`config.mk`:
```
export PLATFORM = sky130hd
export DESIGN_NAME = unidad_multiciclo
export DESIGN_NICKNAME = d
export VERILOG_FILES = /design/src/rtl/unidad_multiciclo.sv
export SDC_FILE = /design/constraint.sdc
export NUM_CORES = 1
export LEC_CHECK = 0
export CORE_UTILIZATION = 52
export CTS_BUF_LIST = sky130_fd_sc_hd__clkbuf_4 sky130_fd_sc_hd__clkbuf_8
export DETAILED_ROUTE_END_ITERATION = 8
export GPL_TIMING_DRIVEN = 0
export PLACE_DENSITY = 0.95
export SLEW_MARGIN = 0
export SYNTH_ARGS = -nofsm -noshare
export SYNTH_HDL_FRONTEND = slang
export SYNTH_SLANG_ARGS = --single-unit
export TNS_END_PERCENT = 20
```
`constraint.sdc`:
```
create_clock -name clk -period 4.8 [get_ports clk]
set_clock_uncertainty 0.15 [all_clocks]
set_input_delay 0.96 -clock clk [delete_from_list [all_inputs] [get_ports clk]]
set_output_delay 0.96 -clock clk [all_outputs]
set_load 0.03 [all_outputs]
```
`src/rtl/unidad_multiciclo.sv`:
```
// Multicycle main control FSM for the MIPS datapath: sequences fetch, decode,
// execute, memory and write-back over a shared memory port and ALU.
module unidad_multiciclo #(
  parameter int unsigned WAIT_MAX = 15
) (
  input  logic       clk,
  input  logic       rst,
  input  logic [5:0] op,
  input  logic       zero,
  input  logic       mem_ready,
  output logic       pcen,
  output logic       iord,
  output logic       memread,
  output logic       memwrite,
  output logic       irwrite,
  output logic       regdst,
  output logic       memreg,
  output logic       regwrite,
  output logic       alusrca,
  output logic [1:0] alusrcb,
  output logic       pcsrc,
  output logic [2:0] alop,
  output logic [3:0] state,
  output logic       illegal,
  output logic       memerr
);

  localparam int unsigned CW = 8;

  typedef enum logic [3:0] {
    FETCH  = 4'd0,
    DECODE = 4'd1,
    MEMADR = 4'd2,
    MEMRD  = 4'd3,
    MEMWB  = 4'd4,
    MEMWR  = 4'd5,
    RTEX   = 4'd6,
    RTWB   = 4'd7,
    BEQEX  = 4'd8,
    IMMEX  = 4'd9,
    IMMWB  = 4'd10
  } state_t;

  state_t         st, nst;
  logic [CW-1:0]  cnt, cnt_nxt;
  logic           waiting, timeout;

  // Timeout counts stalled cycles in a memory state; mem_ready always wins.
  assign waiting = ((st == FETCH) || (st == MEMRD) || (st == MEMWR)) && !mem_ready;
  assign timeout = waiting && (cnt == CW'(WAIT_MAX - 1));
  assign cnt_nxt = (waiting && !timeout) ? cnt + CW'(1) : '0;
  assign state   = st;

  always_ff @(posedge clk or posedge rst) begin
    if (rst) begin
      st  <= FETCH;
      cnt <= '0;
    end else begin
      st  <= nst;
      cnt <= cnt_nxt;
    end
  end

  always_comb begin
    nst      = st;
    pcen     = 1'b0;
    iord     = 1'b0;
    memread  = 1'b0;
    memwrite = 1'b0;
    irwrite  = 1'b0;
    regdst   = 1'b0;
    memreg   = 1'b0;
    regwrite = 1'b0;
    alusrca  = 1'b0;
    alusrcb  = 2'b00;
    pcsrc    = 1'b0;
    alop     = 3'b000;
    illegal  = 1'b0;
    memerr   = 1'b0;
    case (st)
      FETCH: begin
        memread = 1'b1;
        alusrcb = 2'b01;
        if (mem_ready) begin
          irwrite = 1'b1;
          pcen    = 1'b1;
          nst     = DECODE;
        end
      end
      DECODE: begin
        alusrcb = 2'b11;
        case (op)
          6'b100011, 6'b101011:                         nst = MEMADR;
          6'b000000:                                    nst = RTEX;
          6'b000100:                                    nst = BEQEX;
          6'b001000, 6'b001100, 6'b001010, 6'b001101:   nst = IMMEX;
          default: begin
            illegal = 1'b1;
            nst     = FETCH;
          end
        endcase
      end
      MEMADR: begin
        alusrca = 1'b1;
        alusrcb = 2'b10;
        nst     = (op == 6'b100011) ? MEMRD : MEMWR;
      end
      MEMRD: begin
        memread = 1'b1;
        iord    = 1'b1;
        if (mem_ready) nst = MEMWB;
      end
      MEMWB: begin
        regwrite = 1'b1;
        memreg   = 1'b1;
        nst      = FETCH;
      end
      MEMWR: begin
        memwrite = 1'b1;
        iord     = 1'b1;
        if (mem_ready) nst = FETCH;
      end
      RTEX: begin
        alusrca = 1'b1;
        alop    = 3'b111;
        nst     = RTWB;
      end
      RTWB: begin
        regwrite = 1'b1;
        regdst   = 1'b1;
        nst      = FETCH;
      end
      BEQEX: begin
        alusrca = 1'b1;
        alop    = 3'b001;
        pcsrc   = 1'b1;
        pcen    = zero;
        nst     = FETCH;
      end
      IMMEX: begin
        alusrca = 1'b1;
        alusrcb = 2'b10;
        case (op)
          6'b001100: alop = 3'b101;
          6'b001010: alop = 3'b010;
          6'b001101: alop = 3'b110;
          default:   alop = 3'b000;
        endcase
        nst = IMMWB;
      end
      IMMWB: begin
        regwrite = 1'b1;
        nst      = FETCH;
      end
      default: nst = FETCH;
    endcase
    // A timed-out access is dropped: no request, no PC/IR update.
    if (timeout) begin
      memerr   = 1'b1;
      memread  = 1'b0;
      memwrite = 1'b0;
      nst      = FETCH;
    end
    if (rst) begin
      {pcen, iord, memread, memwrite, irwrite, regdst, memreg, regwrite} = '0;
      {alusrca, alusrcb, pcsrc, alop, illegal, memerr} = '0;
    end
  end

endmodule

```
---- After elaboration in Yosys (flattened, before gate mapping) ----
Index checks and enable logic that the tools add are counted.
storage, ports and cells
  memory bits (read-only) ................. 0
  output and inout bits ................... 21
  latch bits .............................. 0
  logic and storage cells ................. 83
  RAM bits ................................ 0
  bits of input ports ..................... 10
  memories kept ........................... 0
  register bits ........................... 12
operators by class
  bitwise logic cells ..................... 0
  divide/modulo/power cells ............... 0
  equality and inequality tests ........... 21
  add/subtract/negate cells ............... 1
  mux-type cells .......................... 41
  $lt $le $gt $ge ......................... 0
  shifts and indexed selects .............. 0
  reduce and logical (&&, ||, !) cells .... 18
  multipliers ............................. 0
operators with widths
  cell                                                                   count
  4-bit one-hot mux with 7 select lines                                  1
  1-bit two-way mux                                                      27
  6-bit by 4-bit equality test with 1-bit output, second input constant  4
  3-bit one-hot mux with 3 select lines                                  2
  4-bit by 3-bit equality test with 1-bit output, second input constant  4
  4-bit two-way mux                                                      4
  4-bit one-hot mux with 4 select lines                                  1
  4-bit equality test, second input constant                             3
  6-bit equality test, second input constant                             2
  3-bit != test, second input constant                                   3
  8-bit by 1-bit adder with 8-bit output, second input constant          1
  4-bit by 2-bit equality test with 1-bit output, second input constant  2
  8-bit by 4-bit equality test with 1-bit output, second input constant  1
  8-bit two-way mux                                                      1
  2-bit OR reduction                                                     4
  4-bit OR reduction                                                     2
  8-bit OR reduction                                                     1
  6-bit by 3-bit equality test with 1-bit output, second input constant  1
  6-bit logical NOT                                                      1
  3-bit two-way mux                                                      2
  2-bit one-hot mux with 3 select lines                                  1
  4-bit by 1-bit equality test with 1-bit output, second input constant  1
  4-bit logical NOT                                                      1
  1-bit logical AND                                                      3
  other kinds (6)                                                        8

---- Depth between registers and ports, before layout ----
Gate-level depths: netlist of run 1.
  word-level depth ........................ 8
  depth in mapped cells ................... 6
  gate-level depth less buffers ........... 5

---- Least setup slack after synthesis of run 1 ----
OpenSTA, ideal clock, no wires.
  path kind ............................... input -> output
  start point ............................. in rst
  end point ............................... out illegal
  required time ........................... 3690 ps
  path slack .............................. 1349 ps
  stages on the path ...................... 4
  arrival time ............................ 2341 ps
  buffers on the path ..................... 0
  cells stage by stage .................... inv_1 > nand3_1 > a211o_1 > nor3_1
on the way
  word-level cells in the longest chain between the ends .. 1
RTL lines
  element             RTL line  text
  start: declaration  7         input logic rst,
  1-bit two-way mux   164       if (rst) begin
  end: declaration    24        output logic illegal,
Every way passes these cells.

---- Final worst setup path of run 1 ----
Ends and elaborated chain as after synthesis.

==> impl_metrics.csv, run 1 <==
group,metric,value,unit
run_status,status,"finished, final reports clean",
routing,routedWlPerCell,16.2,um
routing,drt-pass1-iter-count,4,
sta,post-route-period-util,0.890,
clocking,clockRootBuffer,"clkbuf_4",
clocking,clk_path_buf_depth,2,
pwr,p_comb_frac,0.592,
sta,setup_viol,0,
finish,num-nets-final,176,
pwr,leakage,0.572,nW
routing,dr_wl_met3,234,um
clocking,numCtsBuffers,3,
min_path,hp-class,"reg2reg",
synthesis,synth_cell_type_count,45,
routing,dr_wl_met2,1460,um
pwr,p_total,479,uW
finish,antenna_cells,0,
routing,drt_iter0_drc,54,
synthesis,yosysMostFrequentCell,"nor2_1",
synthesis,yosys_register_bits,12,
routing,drc,0,
worst_setup_path,arrival,3.16,ns
floorplanning,rows,15,
clocking,post_cts_buffers,0,
global_route,grt-ovfl-total,0,
sta,worst_slew_pin_slew,0.553,ns
worst_setup_path,critPathLaunchType,"primary input",
clocking,postCtsHoldBufs,0,
global_route,grt_max_degree,16,
finish,area_growth,33.0,%
floorplanning,fp.dieW,46.8,um
floorplanning,coreArea,1800,um^2
pwr,sw_frac_of_total,0.472,
finish,num-fill-cells,139,
floorplanning,die_y,46.8,um
sta,grt_setup_unrepaired,"false",
floorplanning,io_pins,31,
clocking,cts_resized,0,
synthesis,ys_async_sr_fraction,1.00,
synthesis,synth_commonest_cells,"20 x nor2_1, 12 x dfrtp_1, 7 x xor2_1",
pwr,ir_drop,0.000256,V
clocking,cts_sinks,12,
global_route,grt_pass1_wl,4830,um
pwr,seqPwrFrac,0.281,
placed_design,dp_hpwl,2300,um
worst_setup_path,end_kind,"output pin",
sta,fmax,234,MHz
pwr,internal-power,253,uW
sta,slew_viol_final,0,
global_route,grt_usage,0.310,
floorplanning,initial_core_util,0.579,
synthesis,syn_avg_cell_area,8.03,um^2
pwr,power.clock.fraction,0.127,
sta,period_needed,4.27,ns
pwr,powerDensity,345,nW/um^2
synthesis,synth_top_area_share,0.288,
placed_design,pre_cts_ws,0.547,ns
pwr,power.switching,226,uW
routing,top_layer_used,"met4",
worst_setup_path,cp.required,3.69,ns
synthesis,synth_edf_count,0,
placed_design,portBuffers,29,
sta,timing.slew.headroom,0.631,
synthesis,yosysTopAreaCell,"dfrtp_1",
global_route,antenna_found_initial,0,
finish,final_layout_size_suffix_gt1_frac,0.105,
routing,m1WireLength,1280,um
sta,hold_viol,0,
synthesis,synth.net_count,142,
clocking,htree_levels,1,
clocking,clk_pin_slew,0.07,ns
placed_design,place_congestion,0.890,
clocking,clk_latency,0.27,ns
clocking,cts_tree,"yes",
worst_setup_path,path_class,"in2out",
routing,wirelength,3040,um
routing,num_vias,1170,
synthesis,netlist_area,1040,um^2
worst_setup_path,cp_max_fo,15,
sta,holdWs,0.379,ns
sta,tns,0,ns
synthesis,synthFlopType,"dfrtp_1",
synthesis,synth_area_leaders,"dfrtp_1 29%, nor2_1 7.2%, xor2_1 5.9%",
global_route,first_global_vias,1049,
flow_run,cap_violations,0,
routing,viasPerCell,6.26,
synthesis,syn_inst,130,
synthesis,yosysSeqAreaShare,0.288,
floorplanning,dieArea,2190,um^2
sta,worst_slack,0.527,ns
routing,ant_nets,0,
synthesis,synth_warnings,0,
logic make-up after synthesis:
| family | count (synthesis) | share of synthesized area |
|---|---|---|
| simple gates | 68 | 0.368 |
| compound gates | 26 | 0.177 |
| buf+inv | 13 | 0.0659 |
| flops | 12 | 0.288 |
| xor+xnor | 8 | 0.0671 |
| fa+ha+maj | 2 | 0.0240 |
| mux | 1 | 0.00959 |
worst max-delay path, stage by stage:
cell	delay [ns]
clkdlybuf4s50_1	0.43
inv_1	0.43
nand3_1	0.19
a211o_1	0.30
nor3_1	0.14
clkdlybuf4s50_1	0.70
registers in the layout, indices dropped and copies added (netlist names):
| name | count |
|---|---|
| cnt | 8 |
| state | 4 |
power groups by stage:
stage	registers, mW	clock network (mW)	logic [mW]
after global routing	0.137	0.0648	0.302
after global placement	0.134	0	0.270
after CTS	0.134	0.0615	0.279
after floorplan	0.146	0	0.172
after detailed placement	0.136	0	0.278
final	0.135	0.0608	0.283
layout by cell type (no fill, tap or decap), drive strengths merged, types with 5 or more instances in the layout:
| master | Yosys | layout |
|---|---|---|
| nand2b | 5 | 5 |
| dfrtp | 12 | 12 |
| a21oi | 6 | 6 |
| inv | 5 | 5 |
| buf | 7 | 7 |
| nor4 | 8 | 8 |
| nand3 | 6 | 6 |
| xor2 | 7 | 7 |
| nand2 | 5 | 5 |
| nand4 | 5 | 5 |
| nor2 | 20 | 20 |
| nor3 | 5 | 5 |
| clkdlybuf4s50 | 0 | 29 |
path summary, 6_finish.rpt:
path | from | end | slack [ns] | cells past startpoint
setup / recovery | rst | illegal | 0.53 | 6
hold / removal | cnt[0] | cnt[0] | 0.38 | 1
min in group asynchronous | rst | cnt[2] | 0.94 | 2
max in group asynchronous | rst | cnt[1] | 3.19 | 2
hold reg to reg | cnt[0] | cnt[0] | 0.38 | 1
setup reg to reg | state[1] | state[1] | 3.09 | 5
metrics by stage:
stage | std cells | instance area [um^2] | utilization
after floorplan | 130 | 1040 | -
after global placement | 184 | 1370 | 0.758
after detailed placement | 184 | 1370 | 0.758
after CTS | 187 | 1390 | 0.770
after global routing | 187 | 1390 | 0.770
final | 187 | 1390 | 0.770
cell type report:
class	count	area [um^2]	share of cell area
Multi-Input combinational cell	105	674	0.486
Buffer	8	50.0	0.0361
Tap cell	25	31.3	0.0225
Timing Repair Buffer	29	290	0.209
Sequential cell	12	300	0.216
Clock buffer	3	22.5	0.0162
Inverter	5	18.8	0.0135
layer usage:
metal / vias to the layer above / GRT usage
li1: 541 / -
met2: 72 / 0.481
met1: 549 / 0.433
met4: 0 / 0.126
met3: 8 / 0.0500
met5: - / 0
(Power assumes the default switching activity.)
==> inputs of run 2 (changes only) <==
TNS_END_PERCENT = not set   (was 20)
==> results of run 2 <==
Same layout as run 1: the final DEF is identical, and so are final timing and power.
